[src/rtl/mem_req_issuer.sv]
// Issues accepted single-word requests as three-beat bursts on per-target ports.
// First beat one cycle after accept when the port is ready; req_ready is low while the target engine is busy.

module mem_req_engine #(
   parameter int KIND = 0,
   parameter int DW   = (KIND == 0) ? 2 : (KIND == 1) ? 4 : 1,
   parameter int LW   = (KIND == 2) ? 3 : 4
) (
   input  logic          clock,
   input  logic          reset_n,
   input  logic          accept,
   input  logic [LW-1:0] req_data,
   input  logic          ch_ready,
   output logic          idle,
   output logic          cool,
   output logic          valid_o,
   output logic [DW-1:0] data_o
);
   typedef enum logic [2:0] {IDLE, WAIT, B1, B2, B3, COOL} state_t;

   state_t        state_q, state_d;
   logic [LW-1:0] lat_q, lat_d;
   logic          valid_q, valid_d;
   logic [DW-1:0] data_q, data_d;

   always_comb begin
      state_d = state_q;
      lat_d   = lat_q;
      case (state_q)
         IDLE: if (accept) begin
            lat_d   = req_data;
            state_d = ch_ready ? B1 : WAIT;
         end
         WAIT:    if (ch_ready) state_d = B1;
         B1:      state_d = B2;
         B2:      state_d = B3;
         B3:      state_d = COOL;
         COOL:    state_d = IDLE;
         default: state_d = IDLE;
      endcase
      valid_d = (state_d == B1) || (state_d == B2) || (state_d == B3);
   end

   // Beat data is decoded from the next state so valid and data register together.
   if (KIND == 0) begin : g_sdram
      always_comb begin
         data_d = '0;
         case (state_d)
            B1:      data_d = lat_d[1:0];
            B2:      data_d = lat_d[3:2];
            default: data_d = '0;
         endcase
      end
   end else if (KIND == 1) begin : g_flash
      always_comb data_d = valid_d ? lat_d : '0;
   end else begin : g_rom
      always_comb begin
         data_d = '0;
         case (state_d)
            B1:      data_d = lat_d[0];
            B2:      data_d = lat_d[1];
            B3:      data_d = lat_d[2];
            default: data_d = '0;
         endcase
      end
   end

   always_ff @(posedge clock or negedge reset_n) begin
      if (!reset_n) begin
         state_q <= IDLE;
         lat_q   <= '0;
         valid_q <= 1'b0;
         data_q  <= '0;
      end else begin
         state_q <= state_d;
         lat_q   <= lat_d;
         valid_q <= valid_d;
         data_q  <= data_d;
      end
   end

   assign idle    = (state_q == IDLE);
   assign cool    = (state_q == COOL);
   assign valid_o = valid_q;
   assign data_o  = data_q;
endmodule

module mem_req_issuer #(
   parameter int CNT_W = 8
) (
   input  logic             clock,
   input  logic             reset_n,
   input  logic             req_valid,
   output logic             req_ready,
   input  logic [1:0]       req_target,
   input  logic [3:0]       req_data,
   output logic             sdram_valid,
   output logic [1:0]       sdram_data_o,
   input  logic             sdram_ready,
   output logic             flash_valid,
   output logic [3:0]       flash_data_o,
   input  logic             flash_ready,
   output logic             rom_valid,
   output logic [0:0]       rom_data_o,
   input  logic             rom_ready,
   output logic [CNT_W-1:0] done_count,
   output logic             err_sticky
);
   localparam logic [CNT_W:0] CNT_MAX = {1'b0, {CNT_W{1'b1}}};

   logic [2:0]       idle, cool, accept;
   logic [1:0]       cool_sum;
   logic [CNT_W:0]   done_ext;
   logic [CNT_W-1:0] done_q, done_d;
   logic             err_q, err_d;

   always_comb begin
      req_ready = 1'b1;
      case (req_target)
         2'd0:    req_ready = idle[0];
         2'd1:    req_ready = idle[1];
         2'd2:    req_ready = idle[2];
         default: req_ready = 1'b1;
      endcase
   end

   assign accept[0] = req_valid && req_ready && (req_target == 2'd0);
   assign accept[1] = req_valid && req_ready && (req_target == 2'd1);
   assign accept[2] = req_valid && req_ready && (req_target == 2'd2);

   mem_req_engine #(.KIND(0)) u_sdram (
      .clock(clock), .reset_n(reset_n), .accept(accept[0]), .req_data(req_data),
      .ch_ready(sdram_ready), .idle(idle[0]), .cool(cool[0]),
      .valid_o(sdram_valid), .data_o(sdram_data_o)
   );

   mem_req_engine #(.KIND(1)) u_flash (
      .clock(clock), .reset_n(reset_n), .accept(accept[1]), .req_data(req_data),
      .ch_ready(flash_ready), .idle(idle[1]), .cool(cool[1]),
      .valid_o(flash_valid), .data_o(flash_data_o)
   );

   // ROM only ever sends three bits, so the top payload bit is never latched.
   mem_req_engine #(.KIND(2)) u_rom (
      .clock(clock), .reset_n(reset_n), .accept(accept[2]), .req_data(req_data[2:0]),
      .ch_ready(rom_ready), .idle(idle[2]), .cool(cool[2]),
      .valid_o(rom_valid), .data_o(rom_data_o)
   );

   always_comb begin
      err_d    = err_q || (req_valid && (req_target == 2'd3));
      cool_sum = 2'(cool[0]) + 2'(cool[1]) + 2'(cool[2]);
      done_ext = {1'b0, done_q} + {{(CNT_W-1){1'b0}}, cool_sum};
      done_d   = (done_ext > CNT_MAX) ? CNT_MAX[CNT_W-1:0] : done_ext[CNT_W-1:0];
   end

   always_ff @(posedge clock or negedge reset_n) begin
      if (!reset_n) begin
         done_q <= '0;
         err_q  <= 1'b0;
      end else begin
         done_q <= done_d;
         err_q  <= err_d;
      end
   end

   assign done_count = done_q;
   assign err_sticky = err_q;
endmodule

[config.mk]
export PLATFORM = sky130hd
export DESIGN_NAME = mem_req_issuer
export DESIGN_NICKNAME = d
export VERILOG_FILES = /design/src/rtl/mem_req_issuer.sv
export SDC_FILE = /design/constraint.sdc
export NUM_CORES = 1
export LEC_CHECK = 0
export CORE_MARGIN = 4
export CORE_UTILIZATION = 47
export CTS_CLUSTER_SIZE = 10
export DETAILED_ROUTE_END_ITERATION = 7
export PLACE_DENSITY_LB_ADDON = 0.12
export REMOVE_ABC_BUFFERS = 1
export SETUP_SLACK_MARGIN = 0.05
export SLEW_MARGIN = 20
export SYNTH_ARGS = -nofsm -noshare
export SYNTH_HDL_FRONTEND = slang
export SYNTH_SLANG_ARGS = --single-unit
export TNS_END_PERCENT = 1
[constraint.sdc]
create_clock -name clock -period 2.3 [get_ports clock]
set_clock_uncertainty 0.05 [all_clocks]
set_input_delay 0.69 -clock clock [delete_from_list [all_inputs] [get_ports clock]]
set_output_delay 0.69 -clock clock [all_outputs]
set_load 0.02 [all_outputs]
Yosys cells after proc, flatten, opt, wreduce, memory -nomap -nowiden
Index checks and enable logic that the tools add are counted.

Bits in registers: 39. Input bits: 12. Output and inout port bits: 20. Word-level logic and storage cells: 84.

$add $sub $neg: 3. $lt $le $gt $ge: 1. Eq/ne operators: 27. Mux-type cells: 23. Reductions and logical operators: 16.

Operators with widths (count): 3-bit one-hot mux with 5 select lines (3); 3-bit by 2-bit == test with 1-bit output (second input constant) (12); 3-bit == test (second input constant) (9); 3-bit 2-to-1 mux (8); 4-bit 2-to-1 mux (5); 8-bit by 2-bit adder with 9-bit output (1); 3-bit by 1-bit == test with 1-bit output (second input constant) (3); 9-bit by 8-bit > comparator with 1-bit output (second input constant) (1); 3-bit logical NOT (3); 8-bit 2-to-1 mux (1); 1-bit logical OR (7); 2-bit 2-to-1 mux (3); 1-bit one-hot mux with 3 select lines (2); 1-bit logical AND (5); 2-bit == test (second input constant) (2); 2-bit one-hot mux with 2 select lines (1); 1-bit by 1-bit adder with 2-bit output (1); 2-bit by 1-bit adder with 2-bit output (1); 2-bit by 1-bit == test with 1-bit output (second input constant) (1); 2-bit logical NOT (1).

Logic depth before layout (Yosys ltp)
Gate-level depths: netlist (run 1).

Depth after elaboration: 10. Gate-level depth with buffers: 11. Depth with buffers taken out: 11.

Hierarchy
From an unflattened synthesis (run 1), not the netlist that was laid out.

Cells, all modules: 163. Area total of the unflattened synthesis: 1878.1 um2.

By module, submodules not included: mem_req_issuer (times used 1, cells each 52, area an instance 519.2 um2, seq. area each 225.2 um2); mem_req_engine (u_flash) (times used 1, cells each 38, area an instance 500.5 um2, seq. area each 300.3 um2); mem_req_engine (u_sdram) (times used 1, cells each 36, area an instance 447.9 um2, seq. area each 250.2 um2); mem_req_engine (u_rom) (times used 1, cells each 37, area an instance 410.4 um2, seq. area each 200.2 um2).

Least setup slack after synthesis (run 1)
Ideal clock, no wire load.

Path type: register -> register. Start point: register u_sdram.state_q[0]. End point: register done_q[0] (netlist: done_count[0]). Library setup time: 71 ps. Arrival: 2277 ps. Required time: 2179 ps. Slack: -98 ps. Cell stages (with the launch flop): 12. Path buffers: 0. Period minus slack after synthesis: 2398 ps. Cells stage by stage: dfrtp_1 inv_1 nor2_1 nand2_1 fa_1 inv_1 ha_1 inv_1 fa_1 nor2_1 nand3_1 nand2b_1.

Cells in the longest elaborated chain, start to end: 6.

RTL lines: start: declaration (RTL line 21) `state_t state_q, state_d;`; start signal: assignment (RTL line 75) `state_q <= state_d;`; 3-bit == test * (RTL line 83) `assign cool = (state_q == COOL);`; 1-bit by 1-bit adder with 2-bit output * (RTL line 152) `cool_sum = 2'(cool[0]) + 2'(cool[1]) + 2'(cool[2]);`; 2-bit by 1-bit adder with 2-bit output * (RTL line 152); 8-bit by 2-bit adder with 9-bit output * (RTL line 153) `done_ext = {1'b0, done_q} + {{(CNT_W-1){1'b0}}, cool_sum};`; 9-bit by 8-bit > comparator with 1-bit output (RTL line 154) `done_d = (done_ext > CNT_MAX) ? CNT_MAX[CNT_W-1:0] : done_ext[CNT_W-1:0];`; 8-bit 2-to-1 mux * (RTL line 154); via done_d[0] (RTL line 114) `logic [CNT_W-1:0] done_q, done_d;`; end signal: assignment (RTL line 162) `done_q <= done_d;`; end: declaration (RTL line 114).

Mark *: on every way through the listed nets, which the timed path passes. The rest lies on a longest branch.

Final worst setup path (run 1)
Start point: register u_sdram.state_q[1]. End point: register done_q[6] (netlist: done_count[6]).

Same word-level chain as after synthesis.

==> flow_metrics.py, run 1 <==
metrics = {
    "timing": {
        "slew_viol_final": 0,
        "timing.max_slew.rel_slack_pct": 68.3,
        "setup_violations": 1,
        "final_min_period_over_clock_period_pct": 101,
        "worst_pin_slew_ns": 0.476,
        "setup_total_negative_slack_ns": -0.0119,
        "setup_repair_after_global_routing_missed_its_margin": "true",
        "post-route-worst-setup-slack_ns": -0.0119,
        "clock.fmax_ghz": 0.433,
        "finalWorstPathRequiredPeriod_ns": 2.31,
        "hold_slack_ns": 0.398,
        "finalHoldViolations": 0,
    },
    "floorplan": {
        "chipWidth_um": 70.0,
        "initial_core_util_pct": 48.9,
        "die_h_um": 70.0,
        "num_rows": 22,
        "floorplan.io_pins": 32,
        "fp.dieArea_um2": 4900,
        "core_region_area_um2": 3690,
    },
    "power": {
        "ir_worst_vdd_mv": 0.532,
        "finalPower_mw": 2.98,
        "p_leak_nw": 1.16,
        "ratio_of_total_power_to_cell_area_nw_per_um2": 1200,
    },
    "critical_path": {
        "ff2ff_path_depth": 11,
        "critPathLaunch": "u_sdram.state_q[1]",
        "worstSetupStartpointType": "register",
        "cp.required_ns": 2.46,
        "reg2reg_to": "done_count[6]",
        "critPathCaptureType": "register",
        "reg2reg_slack_ns": -0.01,
        "path_class": "reg2reg",
        "crit_arrival_ns": 2.47,
        "timing.critical_path.fanout_max": 5,
        "worstReg2RegStart": "u_sdram.state_q[1]",
        "critPathCapture": "done_count[6]",
    },
    "yosys": {
        "synth_seq_area_share_pct": 54.1,
        "postSynth.asyncResetShare_pct": 100,
        "synth.most_common_cell": "dfrtp_1",
        "synth_edf_count": 0,
        "ys_top_cells_by_count": "dfrtp_1, nand2_1, nor2_1",
        "yosys_register_bits": 39,
        "syn_inst": 165,
        "synth_area_leaders": "dfrtp_1, mux2_1, nand2_1",
        "yosys.cell_types.count": 37,
        "synth_ff_type": "dfrtp_1",
        "synth_warnings": 0,
        "synth.avg_cell_area_um2": 10.9,
        "fraction_of_post_synthesis_cell_area_in_the_top_cell_type_by_area_pct": 54.1,
        "synth_area_um2": 1810,
        "synth_largest_area_cell": "dfrtp_1",
    },
    "routing": {
        "ant_nets": 0,
        "finalWirelength_um": 3640,
        "drtPass1Iterations": 4,
        "vias_per_cell": 4.96,
        "post_drt_wl_per_cell_um": 13.1,
        "drcViolationCount": 0,
        "route.vias.total": 1375,
        "initialDrtViolationCount": 105,
    },
    "clock_tree": {
        "clock_latency_reported_for_the_late_side_of_the_worst_skew_pair_ns": 0.28,
        "clock-sinks": 39,
        "cts.root.buffer_cell": "clkbuf_8",
        "tritoncts": "built",
        "clkTransAtPathRegs_ns": 0.07,
        "clock_tree.buffer_depth": 2,
        "inserted_clock_buffers": 5,
        "ctsHtreeMaxLevel": 2,
    },
    "cells_and_area": {
        "area_growth_syn_to_layout_pct": 38.1,
        "finished_layout_cell_area_um2": 2490,
        "fillers": 314,
        "layout-drive-gt1-share_pct": 26.2,
        "fin_nets": 244,
        "n_antenna_cell": 0,
        "combined_area_of_the_multi_input_logic_cells_um2": 805,
        "regArea_um2": 976,
        "final_core_util_pct": 67.6,
        "final-instance-count-excl-fill": 277,
    },
    "placed_design": {
        "dp_hpwl_um": 2800,
        "port-buffer-count": 31,
        "postPlaceCellArea_um2": 2360,
        "dp_slack_ns": -0.803,
        "place.detailed.instances": 268,
        "gp_congestion": 0.823,
    },
    "global_routing": {
        "globalRouteMet2Util_pct": 27.9,
        "met1_usage_pct": 18.5,
        "grt_antenna_before_repair": 0,
        "first_global_vias": 1446,
        "grt_max_degree": 40,
        "grt.overflow.total": 0,
        "grt_first_pass_wirelength_um": 6350,
        "use_met3_pct": 4.75,
        "grt-busiest-layer": "met2",
        "gr-usage-all-layers_pct": 16.2,
    },
    "outcome": {
        "violations": "setup timing",
        "status": "complete, but fails checks",
    },
    "min_path": {
        "hp-class": "in2async",
    },
    "run": {
        "drv_cap": 0,
    },
}
## critical path, cell delays in order, from the launching register on
cell and delay, ns:
dfrtp_1 0.41, nor2_4 0.13, nand2_2 0.08, fa_1 0.45, inv_1 0.07, ha_2 0.18
inv_2 0.04, fa_2 0.41, nor2_4 0.18, buf_6 0.11, nor2_2 0.02, a21oi_1 0.11
## what timing repair did
item | CTS | global route
gates resized for setup | 22 | 1
endpoints found under the setup margin | 9 | 9
hold buffers | 0 | 0
cloned | 0 | 0
pin swaps | 6 | 6
buffers inserted | 1 | 0
## report_power, final
group | internal [mW] | switching (mW)
Combinational | 0.733 | 0.715
Clock | 0.207 | 0.225
Sequential | 0.964 | 0.136
## worst min path at each step
stage	to	slack (ns)	depth (start not counted)
2_1_floorplan	done_count[0]	0.34	0
3_3_place_gp	err_sticky	0.41	1
3_5_place_dp	err_sticky	0.41	1
4_1_cts	u_flash.valid_o	0.41	2
5_1_grt	u_flash.valid_o	0.43	2
6_report	u_flash.valid_o	0.40	2
## cell usage in the layout (no fill, tap or decap), types with 6 or more instances in the layout
cell type	count
mux2_1	6
dfrtp_1	39
nor2b_1	7
a21oi_1	7
clkdlybuf4s50_1	27
buf_4	27
nand2_1	15
o21ai_0	9
inv_1	9
nor2_1	9
nand2b_1	8
## metal layers
| metal | vias to the layer above | share of wire, % |
|---|---|---|
| met5 | - | 0 |
| met4 | 0 | 1.8 |
| met3 | 6 | 5.4 |
| met2 | 34 | 51 |
| met1 | 654 | 41 |
| li1 | 681 | - |
## area by class of cell
cell class                 instances  area share (%)
inverter                          13            1.96
sequential                        39            39.1
multi-input combinational        110            32.3
timing repair buffer              59            20.9
clock inverter                     3           0.602
tap                               48            2.41
clock buffer                       5            2.76
## kinds of logic (layout without fill, tap and decap cells)
family | count (synthesis) | count (layout) | synth area share (%)
AOI/OAI and AO/OA | 28 | 28 | 9.70
xor gates and xnor gates | 4 | 4 | 1.94
adders and majority gates | 4 | 4 | 3.60
buffers and inverters | 16 | 80 | 3.47
DFF | 39 | 39 | 54.1
muxes | 14 | 14 | 8.59
and+or+nand+nor | 60 | 60 | 18.6
## flip-flops by register name (all words and copies together), names as in the netlist
name and flops:
u_sdram.data_o 2, u_flash.valid_o 1, u_rom.state_q 3, u_sdram.lat_q 4, done_count 8, u_rom.valid_o 1
err_sticky 1, u_rom.lat_q 3, u_flash.data_o 4, u_sdram.valid_o 1, u_flash.lat_q 4, u_sdram.state_q 3
u_flash.state_q 3, u_rom.data_o 1
Note: power is estimated with default switching activity, not from simulation.
==> run 2, diff against run 1 <==
Settings changed: CORE_MARGIN 4 to 3, SKIP_CTS_REPAIR_TIMING set to 1.
==> run 2 against run 1 <==
- the flow still finishes with violations (setup timing)
- sequential cell count unchanged
- non-clock buffer count up 1
- die area down 5.6%
- count of clock-buffer cells in the layout up 1
- cell area up 2.7%
- core utilization up 5.1 points
- sequential power about the same
- largest cell class unchanged
==> flow_metrics.py, run 2 (synthesis results as in run 1) <==
metrics = {
    "global_routing": {
        "grt_first_pass_wirelength_um": 6270,
        "gr-usage-all-layers_pct": 18.4,
        "grt.overflow.total": 0,
        "grt_antenna_before_repair": 0,
        "first_global_vias": 1370,
        "grt_max_degree": 40,
    },
    "cells_and_area": {
        "fillers": 272,
        "area_growth_syn_to_layout_pct": 41.9,
        "largest_register_ffs": 8,
        "fin_nets": 245,
        "final_cell_mix": "dfrtp_1, clkdlybuf4s50_1, buf_4, nand2_1",
        "n_antenna_cell": 0,
        "final-instance-count-excl-fill": 276,
        "layout_commonest_cell": "dfrtp_1",
        "layout-drive-gt1-share_pct": 27.8,
    },
    "routing": {
        "initialDrtViolationCount": 92,
        "drcViolationCount": 0,
        "post_drt_wl_per_cell_um": 14.0,
        "vias_per_cell": 5.08,
        "drtPass1Iterations": 4,
        "route.vias.total": 1401,
        "ant_nets": 0,
        "finalWirelength_um": 3860,
    },
    "placed_design": {
        "dp_slack_ns": -0.794,
        "place.detailed.instances": 265,
        "port-buffer-count": 31,
        "dp_hpwl_um": 2810,
        "gp_congestion": 0.806,
    },
    "floorplan": {
        "num_rows": 21,
        "die_h_um": 68.0,
        "chipWidth_um": 68.0,
        "core_region_area_um2": 3520,
        "fp.dieArea_um2": 4620,
        "floorplan.io_pins": 32,
        "initial_core_util_pct": 51.3,
    },
    "critical_path": {
        "critPathLaunch": "u_sdram.state_q[0]",
        "critPathCapture": "done_count[6]",
        "cp.required_ns": 2.42,
        "reg2reg_slack_ns": -0.08,
        "worstSetupStartpointType": "register",
        "timing.critical_path.fanout_max": 3,
        "path_class": "reg2reg",
        "critPathCaptureType": "register",
        "ff2ff_path_depth": 11,
        "reg2reg_to": "done_count[6]",
        "crit_arrival_ns": 2.50,
        "worstReg2RegStart": "u_sdram.state_q[0]",
    },
    "timing": {
        "setup_total_negative_slack_ns": -0.307,
        "post-route-worst-setup-slack_ns": -0.0802,
        "setup_violations": 7,
        "final_min_period_over_clock_period_pct": 103,
        "slew_viol_final": 0,
        "setup_repair_after_global_routing_missed_its_margin": "true",
        "finalWorstPathRequiredPeriod_ns": 2.38,
        "timing.max_slew.rel_slack_pct": 67.4,
        "clock.fmax_ghz": 0.420,
        "finalHoldViolations": 0,
        "worst_pin_slew_ns": 0.488,
    },
    "power": {
        "cellInternalPower_mw": 2.07,
        "ratio_of_total_power_to_cell_area_nw_per_um2": 1230,
        "p_leak_nw": 1.20,
        "ir_worst_vdd_mv": 0.673,
        "power.clock.fraction_pct": 18.2,
        "combinationalPowerShare_pct": 46.8,
        "sequentialPowerShare_pct": 34.9,
        "sw_frac_of_total_pct": 34.5,
        "netSwitchingPower_mw": 1.09,
    },
    "clock_tree": {
        "clkTransAtPathRegs_ns": 0.07,
        "clock_latency_reported_for_the_late_side_of_the_worst_skew_pair_ns": 0.28,
        "clock_tree.buffer_depth": 2,
        "ctsHtreeMaxLevel": 2,
        "inserted_clock_buffers": 5,
        "tritoncts": "built",
        "clock-sinks": 39,
        "cts.root.buffer_cell": "clkbuf_8",
    },
    "min_path": {
        "hp-class": "in2async",
    },
    "run": {
        "drv_cap": 0,
    },
    "outcome": {
        "violations": "setup timing",
        "status": "complete, but fails checks",
    },
}
run 2: cell count changes in the layout (fill, tap and decap cells not counted), sizes merged:
| cell | before | now |
|---|---|---|
| bufinv | 0 | 1 |
| clkbuf | 5 | 6 |
| dlymetal6s2s | 0 | 2 |
| buf | 30 | 31 |
| clkinv | 3 | 1 |
| clkdlybuf4s15 | 1 | 0 |
| dlygate4sd2 | 1 | 0 |
run 2: through the flow:
stage | power (mW) | utilization, % | hold WS [ns] | cell area, um^2
2_1_floorplan | 1.88 | - | 0.344 | 1790
3_3_place_gp | 2.45 | 66.7 | 0.409 | 2350
3_5_place_dp | 2.52 | 66.7 | 0.411 | 2350
4_1_cts | 3.11 | 70.1 | 0.412 | 2470
5_1_grt | 3.39 | 72.7 | 0.433 | 2560
6_report | 3.16 | 72.7 | 0.403 | 2560
run 2: how the worst min path moves through the flow:
stage / startpoint / to / slack (ns) / cells past startpoint
after floorplan: reset_n / done_count[0] / 0.34 / 0
after global placement: err_sticky / err_sticky / 0.41 / 1
after detailed placement: err_sticky / err_sticky / 0.41 / 1
after CTS: reset_n / u_rom.state_q[0] / 0.41 / 2
after global routing: reset_n / u_sdram.lat_q[1] / 0.43 / 2
final: reset_n / u_sdram.lat_q[3] / 0.40 / 2
run 2: area by class of cell:
cell class / count / area [um^2] / area share, %
Clock buffer: 6 / 82.6 / 3.22
Clock inverter: 2 / 35.0 / 1.37
Inverter: 13 / 48.8 / 1.91
Multi-Input combinational cell: 110 / 821 / 32.0
Sequential cell: 39 / 976 / 38.1
Tap cell: 46 / 57.6 / 2.25
Timing Repair Buffer: 60 / 541 / 21.1
run 2: critical path, stage by stage (launching register included):
cell     delay (ns)
dfrtp_1        0.38
inv_2          0.07
nor2_4         0.11
nand2_2        0.08
fa_1           0.48
inv_1          0.07
ha_2           0.19
inv_2          0.05
fa_2           0.43
buf_6          0.15
nor3_2         0.13
a21oi_2        0.07
run 2: per-layer routing:
metal	wire, um	track usage (%)
met1	1660	22.4
met2	2000	31.3
met3	156	4.27
met4	40	7.20
met5	0	0
run 2: power groups by stage:
stage               sequential [mW]  clock, mW  combinational [mW]
CTS                            1.10      0.591                1.42
finish                         1.10      0.576                1.48
floorplan                      1.30          0               0.580
global placement               1.09          0                1.36
global route                   1.13      0.625                1.64
detailed placement             1.11          0                1.42
